$ cat config.mk
export PLATFORM = sky130hd
export DESIGN_NAME = word_serializer
export DESIGN_NICKNAME = d
export VERILOG_FILES = /design/src/rtl/word_serializer_pkg.sv /design/src/rtl/word_serializer_hold_buf.sv /design/src/rtl/word_serializer.sv
export SDC_FILE = /design/constraint.sdc
export NUM_CORES = 1
export LEC_CHECK = 0
export ABC_CLOCK_PERIOD_IN_PS = 2670
export BUFFER_PORTS_ARGS = -buffer_cell sky130_fd_sc_hd__buf_2
export CAP_MARGIN = 20
export CORE_MARGIN = 5
export CORE_UTILIZATION = 35
export DETAILED_ROUTE_END_ITERATION = 12
export SYNTH_ARGS = -nofsm -noshare
export SYNTH_HDL_FRONTEND = slang
export SYNTH_SLANG_ARGS = --single-unit
$ cat constraint.sdc
create_clock -name Clk -period 2.67 [get_ports Clk]
set_clock_uncertainty 0.2 [all_clocks]
set_input_delay 0.4005 -clock Clk [delete_from_list [all_inputs] [get_ports Clk]]
set_output_delay 0.4005 -clock Clk [all_outputs]
set_load 0.005 [all_outputs]
$ cat src/rtl/word_serializer_pkg.sv
// Shared state encodings for the serializer and the downstream "0101" detector,
// plus a sizing helper for the serializer's bit counter.
package word_serializer_pkg;

    typedef enum logic [1:0] {
        IDLE       = 2'b00,
        SHIFT      = 2'b01,
        SHIFT_FULL = 2'b10
    } ser_state_e;

    typedef enum logic [1:0] {
        DET_IDLE = 2'b00,
        DET_0    = 2'b01,
        DET_01   = 2'b10,
        DET_010  = 2'b11
    } det_state_e;

    // Never returns zero, so the counter always has at least one bit.
    function automatic int cnt_width(input int w);
        return (w > 1) ? $clog2(w) : 1;
    endfunction

endpackage

$ cat src/rtl/word_serializer_hold_buf.sv
// One-word holding register with its occupancy flag; the serializer parks a word
// here while the shifter is still busy with the previous one.
module ser_hold_buf
    import word_serializer_pkg::*;
#(
    parameter int WIDTH = 8
) (
    input  logic             Clk,
    input  logic             rst,
    input  logic             load,
    input  logic             unload,
    input  logic [WIDTH-1:0] d,
    output logic [WIDTH-1:0] q,
    output logic             valid
);

    always_ff @(posedge Clk) begin
        if (rst) begin
            q     <= '0;
            valid <= 1'b0;
        end else if (load) begin
            q     <= d;
            valid <= 1'b1;
        end else if (unload) begin
            valid <= 1'b0;
        end
    end

endmodule

$ cat src/rtl/word_serializer.sv
// Parallel-to-serial converter with a one-word skid buffer so that back-to-back
// words leave as a gap-free bit stream, one bit per clock.
module word_serializer
    import word_serializer_pkg::*;
#(
    parameter int WIDTH     = 8,
    parameter int MSB_FIRST = 1
) (
    input  logic             Clk,
    input  logic             rst,
    input  logic [WIDTH-1:0] In_data,
    input  logic             In_valid,
    output logic             In_ready,
    output logic             Out,
    output logic             Out_valid,
    output logic [1:0]       state
);

    localparam int CW = cnt_width(WIDTH);

    ser_state_e       cur_state;
    ser_state_e       nxt_state;
    logic [WIDTH-1:0] shreg;
    logic [WIDTH-1:0] hold_q;
    logic [CW-1:0]    cnt;
    logic             hold_valid;
    logic             accept;
    logic             last_bit;
    logic             load_shift_in;
    logic             load_shift_hold;
    logic             load_hold;
    logic             unload_hold;

    assign In_ready = !hold_valid && !rst;
    assign accept   = In_valid && In_ready;
    assign last_bit = (cnt == CW'(WIDTH - 1));

    always_ff @(posedge Clk) begin
        if (rst) begin
            cur_state <= IDLE;
        end else begin
            cur_state <= nxt_state;
        end
    end

    // On the last bit a held word has priority over a fresh one; the hold being
    // full also keeps In_ready low, so both can never compete for the shifter.
    always_comb begin
        nxt_state       = cur_state;
        load_shift_in   = 1'b0;
        load_shift_hold = 1'b0;
        load_hold       = 1'b0;
        unload_hold     = 1'b0;
        case (cur_state)
            IDLE: begin
                if (accept) begin
                    load_shift_in = 1'b1;
                    nxt_state     = SHIFT;
                end
            end
            SHIFT: begin
                if (last_bit) begin
                    if (accept) begin
                        load_shift_in = 1'b1;
                    end else begin
                        nxt_state = IDLE;
                    end
                end else if (accept) begin
                    load_hold = 1'b1;
                    nxt_state = SHIFT_FULL;
                end
            end
            SHIFT_FULL: begin
                if (last_bit) begin
                    load_shift_hold = 1'b1;
                    unload_hold     = 1'b1;
                    nxt_state       = SHIFT;
                end
            end
            default: nxt_state = IDLE;
        endcase
    end

    always_ff @(posedge Clk) begin
        if (rst) begin
            shreg <= '0;
            cnt   <= '0;
        end else if (load_shift_in) begin
            shreg <= In_data;
            cnt   <= '0;
        end else if (load_shift_hold) begin
            shreg <= hold_q;
            cnt   <= '0;
        end else if (cur_state == SHIFT || cur_state == SHIFT_FULL) begin
            shreg <= (MSB_FIRST != 0) ? {shreg[WIDTH-2:0], 1'b0} : {1'b0, shreg[WIDTH-1:1]};
            cnt   <= last_bit ? '0 : cnt + 1'b1;
        end
    end

    ser_hold_buf #(
        .WIDTH (WIDTH)
    ) u_hold (
        .Clk    (Clk),
        .rst    (rst),
        .load   (load_hold),
        .unload (unload_hold),
        .d      (In_data),
        .q      (hold_q),
        .valid  (hold_valid)
    );

    assign Out_valid = (cur_state == SHIFT) || (cur_state == SHIFT_FULL);
    assign Out       = Out_valid & ((MSB_FIRST != 0) ? shreg[WIDTH-1] : shreg[0]);
    assign state     = cur_state;

endmodule
* Word-level counts from Yosys, hierarchy flattened
Cells that the tools add are included.
** Storage, ports and cells
- Register bits after elaboration :: 22
- Bits of input ports :: 11
- Output and inout port bits :: 5
- Logic and storage cells :: 43
** Cells by class
- Add/sub/neg operators :: 1
- Equality and inequality tests :: 7
- Muxes and demuxes :: 19
- Bitwise operators :: 1
- Reduce and logical (&&, ||, !) cells :: 10
** Operators by type and width (number)
- 8-bit 2-to-1 mux :: 3
- 2-bit 2-to-1 mux :: 5
- 1-bit 2-to-1 mux :: 8
- 3-bit != test (second input constant) :: 2
- 2-bit case mux with 3 select lines :: 1
- 2-bit != test (second input constant) :: 2
- 4-bit AND reduction :: 1
- 3-bit by 1-bit adder with 3-bit output (second input constant) :: 1
- 3-bit equality test (second input constant) :: 1
- 3-bit 2-to-1 mux :: 1
- 3-bit nonzero test :: 1
- 3-bit OR reduction :: 1
- 2-bit by 1-bit equality test with 1-bit output (second input constant) :: 1
- 2-bit equality test (second input constant) :: 1
- 1-bit logical AND :: 2
- 1-bit zero test :: 2
- 2-bit zero test :: 1
- 1-bit case mux with 2 select lines :: 1
- 2-bit nonzero test :: 1
- 1-bit bitwise AND :: 1
- 1-bit logical OR :: 1

* Depth between registers and ports, before layout
Gate-level depths: netlist (run 1).
- Depth after elaboration :: 7
- Gate-level depth with buffers :: 9
- Mapped depth without buffers :: 6

* By module
A second synthesis (run 1) with hierarchy kept.
** Unflattened totals
- Cell total of the unflattened synthesis :: 124
- Area, all modules :: 1133.6 µm²
** By module, submodules not included
- word_serializer :: times used 1, cells each 94, area an instance 812.0 µm², seq. area each 260.2 µm²
- ser_hold_buf :: times used 1, cells each 30, area an instance 321.6 µm², seq. area each 180.2 µm²

* Least setup slack after synthesis (run 1)
Ideal clock, no wire load.
- Kind :: flip-flop to output port
- Start :: reg cur_state[1], in the netlist state[1]
- End :: out Out
- Data arrival time :: 1.369 ns
- Required time :: 2.069 ns
- Slack :: 0.700 ns
- Cell stages (with the launch flop) :: 6
- Buffers on the path :: 2
- Path through :: dfxtp_1 > inv_1 > ha_1 > clkbuf_1 > buf_2 > and2_1
** Between the ends
- Word-level cells in the longest chain between the ends :: 3
- Elaborated cells between the ends (all ways) :: 4
- Those cells by class :: eq/ne: 2; bitwise: 1; reduce/logical: 1
** Ends and longest elaborated chain
- start: declaration :: RTL line word_serializer.sv:21 : ser_state_e cur_state;
- start signal: assignment :: RTL line word_serializer.sv:42 : cur_state <= nxt_state;
- 2-bit by 1-bit equality test with 1-bit output / 2-bit equality test (equally long branches) :: RTL line word_serializer.sv:112 : assign Out_valid = (cur_state == SHIFT) || (cur_state == SHIFT_FULL);
- 1-bit logical OR (*) :: RTL line word_serializer.sv:112
- net Out_valid :: RTL line word_serializer.sv:15 : output logic Out_valid,
- 1-bit bitwise AND (*) :: RTL line word_serializer.sv:113 : assign Out = Out_valid & ((MSB_FIRST != 0) ? shreg[WIDTH-1] : shreg[0]);
- end: declaration :: RTL line word_serializer.sv:14 : output logic Out,
The timed path passes the listed nets; every way through them passes the cells marked *.

* Worst setup path after layout (run 1)
- Start :: reg cur_state[1], in the netlist state[1]
- End :: out Out
** Between the ends
- Word-level cells in the longest chain between the ends :: 3
- Elaborated cells between the ends (all ways) :: 4
- Those cells by class :: eq/ne: 2; bitwise: 1; reduce/logical: 1
** Ends and longest elaborated chain (RTL line)
- 2-bit by 1-bit equality test with 1-bit output / 2-bit equality test (equally long branches) :: word_serializer.sv:112
- 1-bit logical OR (*) :: word_serializer.sv:112
- 1-bit bitwise AND (*) :: word_serializer.sv:113
Every way passes the cells marked *; elsewhere a longest branch is shown, timed or not.

==> results of run 1 <==
-- final timing paths --
kind,from,endpoint,slack [ns],cells past startpoint
min reg2reg,u_hold.q[7]$_SDFFE_PP0P_,u_hold.q[7]$_SDFFE_PP0P_,0.27,2
max reg2reg,cnt[0]$_SDFFE_PP0P_,shreg[0]$_SDFFE_PP0P_,0.53,6
min,In_data[1],shreg[1]$_SDFFE_PP0P_,0.09,3
max,state[1]$_SDFFE_PP0P_,Out,0.22,4
-- per-layer routing --
metal	track usage [%]	part of all wire (%)	vias up
met4	6.08	1.8	0
li1	-	-	517
met1	15.0	48	460
met3	2.00	1.9	4
met5	0	0	-
met2	20.4	48	19
-- area by class of cell --
cell class,count,area share [%]
Sequential cell,22,34.0
Timing Repair Buffer,17,6.96
Tap cell,44,4.25
Clock inverter,1,2.32
Clock buffer,3,1.74
Multi-Input combinational cell,109,49.9
Inverter,3,0.870
-- power by group through the flow --
stage	clock network, uW	logic [uW]	registers (uW)
2_1_floorplan	0	310	415
3_3_place_gp	0	397	422
3_5_place_dp	0	402	424
4_1_cts	266	406	418
5_1_grt	282	448	427
6_report	259	404	418
-- Yosys cell counts --
master | n | area [sq um]
nand4b_1 | 1 | 8.76
o21ai_0 | 8 | 40.0
a211oi_1 | 1 | 7.51
a22o_1 | 1 | 8.76
nor3_1 | 3 | 15.0
nor3b_1 | 2 | 15.0
nand3_1 | 10 | 50.1
nand4_1 | 1 | 6.26
or2_1 | 1 | 6.26
a21o_1 | 1 | 7.51
nand2b_1 | 2 | 12.5
mux2i_1 | 9 | 90.1
nor2_2 | 1 | 6.26
nor4b_1 | 1 | 8.76
a21oi_1 | 21 | 105
buf_2 | 6 | 30.0
buf_6 | 1 | 11.3
nand2_1 | 22 | 82.6
ha_1 | 6 | 75.1
inv_1 | 3 | 11.3
nor2_1 | 12 | 45.0
and2_1 | 2 | 12.5
clkbuf_1 | 4 | 15.0
o31ai_2 | 1 | 12.5
nand3b_1 | 2 | 15.0
or3b_1 | 1 | 8.76
dfxtp_1 | 22 | 440
-- through the flow --
stage	hold slack [ns]	setup slack (ns)	total power (uW)	area, sq um
2_1_floorplan	0.233	0.700	726	1150
3_3_place_gp	0.249	0.611	819	1240
3_5_place_dp	0.252	0.550	827	1240
4_1_cts	0.0818	0.173	1090	1290
5_1_grt	0.0850	0.0535	1160	1290
6_report	0.0943	0.216	1080	1290
-- kinds of logic (layout without fill, tap and decap cells) --
kind of cell | count (synthesis) | after routing
adders and majority gates | 6 | 6
DFF | 22 | 22
AOI/OAI and AO/OA | 33 | 33
buffers and inverters | 14 | 24
muxes | 9 | 9
and+or+nand+nor | 61 | 61
-- worst max-delay path, cell delays in order (launching register included) --
cell,delay [ns]
dfxtp_1,0.42
inv_1,0.11
ha_1,0.68
and2_1,0.22
buf_2,0.11
-- sequential cells by signal, indices dropped and copies added, names as in the netlist --
register	count
state	2
cnt	3
shreg	8
u_hold.valid	1
u_hold.q	8
-- cell usage in the layout (no fill, tap or decap), drive strengths merged --
master / count
o31ai: 1
o21ai: 8
nand2b: 2
dfxtp: 22
mux2i: 9
clkbuf: 3
buf: 17
nand3b: 2
a211oi: 1
ha: 6
a21oi: 21
inv: 3
nor2: 13
a22o: 1
or3b: 1
bufinv: 1
nor3b: 2
nand4: 1
nand2: 22
nand4b: 1
or2: 1
and2: 2
a21o: 1
nor4b: 1
nor3: 3
nand3: 10
==> results.json, run 1 <==
{
  "status": "finished, final reports clean",
  "initial_core_util_pct": 37.0,
  "critPathArrivalTime_ns": 1.85,
  "nNetsFinal": 173,
  "layout_min_cycle_time_ns": 2.45,
  "seq_area_frac_synth_pct": 38.4,
  "place_inst": 195,
  "finalHoldViolCount": 0,
  "ios": 16,
  "synth_simple_gate_area_share_pct": 25.5,
  "finalSetupViolCount": 0,
  "wl_per_cell_microns": 13.1,
  "synth_adder_area_share_pct": 6.54,
  "synthMuxAreaShare_pct": 7.85,
  "power_frac_comb_pct": 37.4,
  "place_congestion": 0.863,
  "routed_via_density": 5.03,
  "slew_violations": 0,
  "finalNonFillerCells": 199,
  "fp.dieH_microns": 67.3,
  "fmax_mhz": 407,
  "relSlewSlack_pct": 60.6,
  "synth_compound_area_share_pct": 15.8,
  "rsz0062_at_grt": "false",
  "drt_iter0_drc": 42,
  "track_usage_pct": 12.2,
  "multi_input_area_sq_um": 646,
  "synth.avg_cell_area_sq_um": 7.91,
  "clkTransAtPathRegs_ns": 0.13,
  "tns_ns": 0,
  "syn_area_sq_um": 1150,
  "synth_xor_area_share_pct": 0,
  "hp-class": "primary input to register",
  "gr-total-overflow": 0,
  "wl_mm": 2.60,
  "min_period_over_period_pct": 91.9,
  "p_leak_uw": 0.000515,
  "syn_inst": 145,
  "antenna_found_initial": 0,
  "yosys_warnings": 0,
  "power_frac_clock_pct": 24.0,
  "grt_pass1_wl_mm": 4.16,
  "grt_max_degree": 19,
  "synth_top_family_by_area": "simple AND/OR/NAND/NOR gates",
  "cts_buffer_depth": 2,
  "crit_required_ns": 2.07,
  "cap_violations": 0,
  "cts_root_buffer": "clkbuf_4",
  "grt_pass1_vias": 926,
  "seq_area_sq_um": 440,
  "cts_tree": "yes",
  "syn_to_final_growth_pct": 12.9,
  "cts_resized": 0,
  "fill_cells": 335,
  "dr.pass1.iters": 4,
  "worst_pin_slew_ns": 0.590,
  "postCtsSetupBuffers": 0,
  "worst-path-max-fanout": 14,
  "num_vias": 1000,
  "cts_hold_buf": 0,
  "ir_worst_vdd_uv": 393,
  "cts.sinks": 22,
  "p_int_uw": 705,
  "synth_nets": 162,
  "htree_levels": 1,
  "io_buffer_count": 15,
  "dieArea_sq_um": 4520,
  "power_density_nw_per_um2": 834,
  "drc": 0,
  "seq_power_share_pct": 38.7,
  "ant_nets": 0,
  "coreArea_sq_um": 3100,
  "synthDistinctLibCells": 27,
  "final_util_pct": 41.7,
  "critPathKind": "register to primary output",
  "synth_seq_cells": 22,
  "cp-start-kind": "register",
  "antenna_cells": 0,
  "end_kind": "primary output",
  "power.switching_uw": 375,
  "drive_gt1_share_pct": 15.5,
  "fp.dieW_microns": 67.3,
  "clkLatencyLatePin_ns": 0.31,
  "post-dp-hpwl_mm": 1.80,
  "rows": 20,
  "p_sw_share_pct": 34.7,
  "cts_made_buffers": 3
}
(Power assumes the default switching activity.)
==> inputs of run 2 (changes only) <==
Settings changed: ABC_AREA set to 1.
==> results.json, run 2 <==
{
  "status": "finished, final reports clean",
  "dp_slack_ns": 0.837,
  "synth_seq_cells": 22,
  "antenna_cells": 0,
  "tns_ns": 0,
  "worstHoldStart": "In_data[3]",
  "clkTransAtPathRegs_ns": 0.13,
  "wl_per_cell_microns": 11.4,
  "grt_max_degree": 18,
  "final_util_pct": 41.0,
  "largestRegisters": "shreg (8), u_hold.q (8), cnt (3)",
  "cts_root_buffer": "clkbuf_4",
  "clkLatencyLatePin_ns": 0.32,
  "cts_tree": "yes",
  "cts_made_buffers": 3,
  "synth_edf_count": 0,
  "r2r_setup_slack_ns": 0.81,
  "synthDistinctLibCells": 25,
  "fmax_mhz": 476,
  "cp-start-kind": "register",
  "slowest_delay_ns": 0.44,
  "post-dp-hpwl_mm": 2.06,
  "yosys_warnings": 0,
  "synthMuxAreaShare_pct": 0,
  "synth.area.top_cells": "dfxtp_1, nand2_1, nor2_1",
  "async_reset_ff_share_pct": 0,
  "synth_compound_area_share_pct": 8.67,
  "drt_iter0_drc": 30,
  "hold_path_end": "u_hold.q[3]$_SDFFE_PP0P_",
  "nNetsFinal": 208,
  "fin_ws_ns": 0.569,
  "critPathKind": "register to primary output",
  "synth_commonest_cells": "nand2_1, nor2_1, dfxtp_1, nand3_1, inv_1",
  "worst_pin_slew_ns": 0.392,
  "synth_simple_gate_area_share_pct": 41.7,
  "finalSetupViolCount": 0,
  "rows": 21,
  "power_density_nw_per_um2": 1090,
  "synth_top_cell_by_area": "dfxtp_1",
  "syn_to_final_growth_pct": 12.0,
  "critPathArrivalTime_ns": 1.50,
  "final_common_cell": "nand2_1",
  "layout_min_cycle_time_ns": 2.10,
  "p_leak_uw": 0.000703,
  "wl_mm": 2.70,
  "synth_nets": 192,
  "cts_buffer_depth": 2,
  "ir_worst_vdd_uv": 406,
  "synth_most_common_cell": "nand2_1",
  "dieArea_sq_um": 4840,
  "reg2reg_depth": 8,
  "synth_xor_area_share_pct": 0,
  "worstPathCellList": "inv_1, ha_1, nand2_1, inv_1, buf_2",
  "relSlewSlack_pct": 73.8,
  "routed_via_density": 4.56,
  "synth_top_family_by_area": "simple AND/OR/NAND/NOR gates",
  "num_vias": 1077,
  "cts_resized": 0,
  "synth.avg_cell_area_sq_um": 7.09,
  "holdWs_ns": 0.107,
  "drive_gt1_share_pct": 17.4,
  "grt_pass1_vias": 1015,
  "rsz0062_at_grt": "false",
  "end_kind": "primary output",
  "yosys_most_used_dff": "dfxtp_1",
  "hp-class": "primary input to register",
  "ant_nets": 0,
  "ios": 16,
  "coreArea_sq_um": 3390,
  "slew_violations": 0,
  "cts.sinks": 22,
  "min_period_over_period_pct": 78.7,
  "seq_area_frac_synth_pct": 35.5,
  "syn_inst": 175,
  "place_area_sq_um": 1340,
  "cap_violations": 0,
  "place_congestion": 0.847,
  "fill_cells": 366,
  "cpMaxStageDelayCell": "ha_1",
  "cts_hold_buf": 0,
  "netlist.area_leader.share_pct": 35.5,
  "track_usage_pct": 11.7,
  "final_cell_area_sq_um": 1390,
  "antenna_found_initial": 0,
  "worst-path-max-fanout": 6,
  "htree_levels": 1,
  "initial_core_util_pct": 36.6,
  "hold_depth": 3,
  "r2r_end": "shreg[2]$_SDFFE_PP0P_",
  "r2r_start": "state[0]$_SDFFE_PP0P_",
  "grt_pass1_wl_mm": 4.64,
  "io_buffer_count": 15,
  "fp.dieW_microns": 69.6,
  "layout_common_cells": "nand2_1, nor2_1, dfxtp_1",
  "fp.dieH_microns": 69.6,
  "gr-total-overflow": 0,
  "crit_required_ns": 2.07,
  "postCtsSetupBuffers": 0,
  "path_common_cell": "inv_1",
  "finalHoldViolCount": 0,
  "synth_adder_area_share_pct": 6.05,
  "dr.pass1.iters": 4,
  "drc": 0,
  "syn_area_sq_um": 1240
}
## run 2: cell types whose count changed after synthesis, sizes merged, moves of 5 or more
cell,before,now
nor2,13,28
o21ai,8,15
mux2i,9,0
inv,3,15
nand3b,2,7
nand2,22,57
a21oi,21,5
## run 2: logic make-up (layout without fill, tap and decap cells)
family,Yosys count,in the layout
simple gates,107,107
flops,22,22
compound gates,21,21
buf+inv,19,34
fa+ha+maj,6,6
## run 2: per-layer routing
metal	GRT usage [%]	part of all wire (%)	vias up
li1	-	-	588
met1	14.1	47	471
met2	19.8	48	16
met3	4.06	4.8	2
met4	2.60	0.63	0
met5	0	0	-
## run 2: through the flow
step / cells / power, uW
after CTS: 236 / 1520
after floorplan: 175 / 1100
after detailed placement: 232 / 1250
after global placement: 232 / 1260
after global routing: 236 / 1660
final: 236 / 1510
## run 2: area by class of cell
cell class,count,area [sq um],share of cell area (%)
Tap cell,46,57.6,4.14
Clock buffer,3,22.5,1.62
Sequential cell,22,440,31.7
Timing Repair Buffer,15,75.1,5.40
Inverter,15,63.8,4.59
Clock inverter,1,30.0,2.16
Multi-Input combinational cell,134,701,50.4
## run 2: power by group
| group | total, uW | switching [uW] | internal [uW] |
|---|---|---|---|
| clock | 265 | 113 | 152 |
| combinational | 760 | 470 | 290 |
| sequential | 485 | 63.0 | 422 |
## run 2: how the worst max path moves through the flow
stage | slack (ns) | to | depth (start not counted) | start
3_5_place_dp | 0.84 | shreg[1]$_SDFFE_PP0P_ | 9 | state[0]$_SDFFE_PP0P_
3_3_place_gp | 0.84 | shreg[1]$_SDFFE_PP0P_ | 9 | state[1]$_SDFFE_PP0P_
5_1_grt | 0.42 | Out | 5 | state[0]$_SDFFE_PP0P_
6_report | 0.57 | Out | 5 | state[0]$_SDFFE_PP0P_
4_1_cts | 0.55 | Out | 5 | state[0]$_SDFFE_PP0P_
2_1_floorplan | 0.99 | shreg[1]$_SDFFE_PP0P_ | 10 | state[0]$_SDFFE_PP0P_
## run 2: critical path: cells and delay by family (launching register included)
family,cells,cell delay (ns)
simple gates,1,0.08
flops,1,0.42
fa+ha+maj,1,0.44
buf+inv,3,0.25
==> inputs of run 3 (changes only) <==
Settings changed: ABC_CLOCK_PERIOD_IN_PS 2670 to 1950.
Clock period 2.67 ns to 1.95 ns, I/O delays scaled along.
==> results.json, run 3 (synthesis results as in run 2) <==
{
  "status": "finished, final reports clean",
  "rsz0062_at_grt": "false",
  "reg2reg_depth": 8,
  "io_buffer_count": 15,
  "final_cell_area_sq_um": 1380,
  "slew_violations": 0,
  "cp-start-kind": "register",
  "postCtsSetupBuffers": 0,
  "wl_per_cell_microns": 11.5,
  "cts_buffer_depth": 2,
  "drc": 0,
  "grt_pass1_wl_mm": 4.75,
  "place_area_sq_um": 1350,
  "power_density_nw_per_um2": 1400,
  "clkTransAtPathRegs_ns": 0.12,
  "cts_made_buffers": 3,
  "hold_path_end": "u_hold.q[1]$_SDFFE_PP0P_",
  "post-dp-hpwl_mm": 2.05,
  "track_usage_pct": 12.0,
  "coreArea_sq_um": 3390,
  "antenna_cells": 0,
  "fp.dieW_microns": 69.6,
  "min_period_over_period_pct": 93.2,
  "ios": 16,
  "fmax_mhz": 551,
  "largestRegisters": "shreg (8), u_hold.q (8), cnt (3)",
  "crit_required_ns": 1.46,
  "r2r_start": "cnt[0]$_SDFFE_PP0P_",
  "wl_mm": 2.71,
  "cts_hold_buf": 0,
  "finalSetupViolCount": 0,
  "layout_common_cells": "nand2_1, nor2_1, dfxtp_1",
  "num_vias": 1117,
  "ant_nets": 0,
  "cap_violations": 0,
  "finalHoldViolCount": 0,
  "critPathKind": "register to primary output",
  "rows": 21,
  "worst-path-max-fanout": 6,
  "r2r_end": "shreg[4]$_SDFFE_PP0P_",
  "final_common_cell": "nand2_1",
  "cts.sinks": 22,
  "end_kind": "primary output",
  "nNetsFinal": 209,
  "hold_depth": 3,
  "fill_cells": 373,
  "grt_max_degree": 18,
  "critPathArrivalTime_ns": 1.32,
  "antenna_found_initial": 0,
  "grt_pass1_vias": 1071,
  "hp-class": "primary input to register",
  "drt_iter0_drc": 52,
  "cts_tree": "yes",
  "r2r_setup_slack_ns": 0.17,
  "gr-total-overflow": 0,
  "relSlewSlack_pct": 74.2,
  "worstHoldStart": "In_data[1]",
  "worst_pin_slew_ns": 0.387,
  "dieArea_sq_um": 4840,
  "drive_gt1_share_pct": 17.9,
  "syn_to_final_growth_pct": 11.2,
  "place_congestion": 0.815,
  "clkLatencyLatePin_ns": 0.31,
  "layout_min_cycle_time_ns": 1.82,
  "cts_root_buffer": "clkbuf_4",
  "fp.dieH_microns": 69.6,
  "p_leak_uw": 0.000695,
  "initial_core_util_pct": 36.6,
  "routed_via_density": 4.73,
  "tns_ns": 0,
  "htree_levels": 1,
  "ir_worst_vdd_uv": 500,
  "dr.pass1.iters": 4
}
==> run 3: critical path, stage by stage, from the launching register on <==
cell,delay [ns]
dfxtp_1,0.39
inv_1,0.11
ha_4,0.32
nand2_1,0.05
inv_1,0.04
buf_2,0.10
==> run 3: repair_timing <==
item                                   CTS  global route
endpoints found under the hold margin    0             0
gates resized for setup                  0             2
setup endpoints to repair                0             4
==> run 3: worst max path at each step <==
| stage | slack [ns] | from | end |
|---|---|---|---|
| floorplan | 0.27 | state[0]$_SDFFE_PP0P_ | shreg[1]$_SDFFE_PP0P_ |
| global placement | 0.13 | cnt[0]$_SDFFE_PP0P_ | shreg[2]$_SDFFE_PP0P_ |
| detailed placement | 0.18 | cnt[0]$_SDFFE_PP0P_ | u_hold.q[2]$_SDFFE_PP0P_ |
| CTS | 0.008 | state[0]$_SDFFE_PP0P_ | Out |
| global route | 0.006 | state[0]$_SDFFE_PP0P_ | shreg[4]$_SDFFE_PP0P_ |
| finish | 0.13 | state[1]$_SDFFE_PP0P_ | Out |
==> run 3: power by group <==
| group | internal, uW | switching, uW | leakage [uW] |
|---|---|---|---|
| clock | 72.2 | 139 | 0.0000138 |
| combinational | 425 | 647 | 0.000501 |
| sequential | 578 | 77.8 | 0.000180 |
==> run 3: routing by layer <==
| layer | global-route usage [%] | routed length (microns) |
|---|---|---|
| met1 | 15.2 | 1280 |
| met2 | 19.7 | 1320 |
| met3 | 3.04 | 75 |
| met4 | 4.12 | 36 |
| met5 | 0 | 0 |
==> run 3: layout make-up <==
class	count	area (sq um)	share of cell area [%]
Inverter	15	63.8	4.62
Sequential cell	22	440	31.9
Clock buffer	3	22.5	1.63
Tap cell	46	57.6	4.17
Multi-Input combinational cell	134	713	51.7
Timing Repair Buffer	16	82.6	5.98
==> run 3: metrics by stage <==
step	power (uW)	hold slack, ns	std cells	util, %	setup slack [ns]
finish	1940	0.0225	236	40.7	0.134
global route	2170	0.0280	236	40.7	0.00596
CTS	1930	0.0119	236	40.3	0.00752
detailed placement	1710	0.259	233	39.7	0.181
global placement	1710	0.263	233	39.7	0.127
floorplan	1500	0.227	175	-	0.274
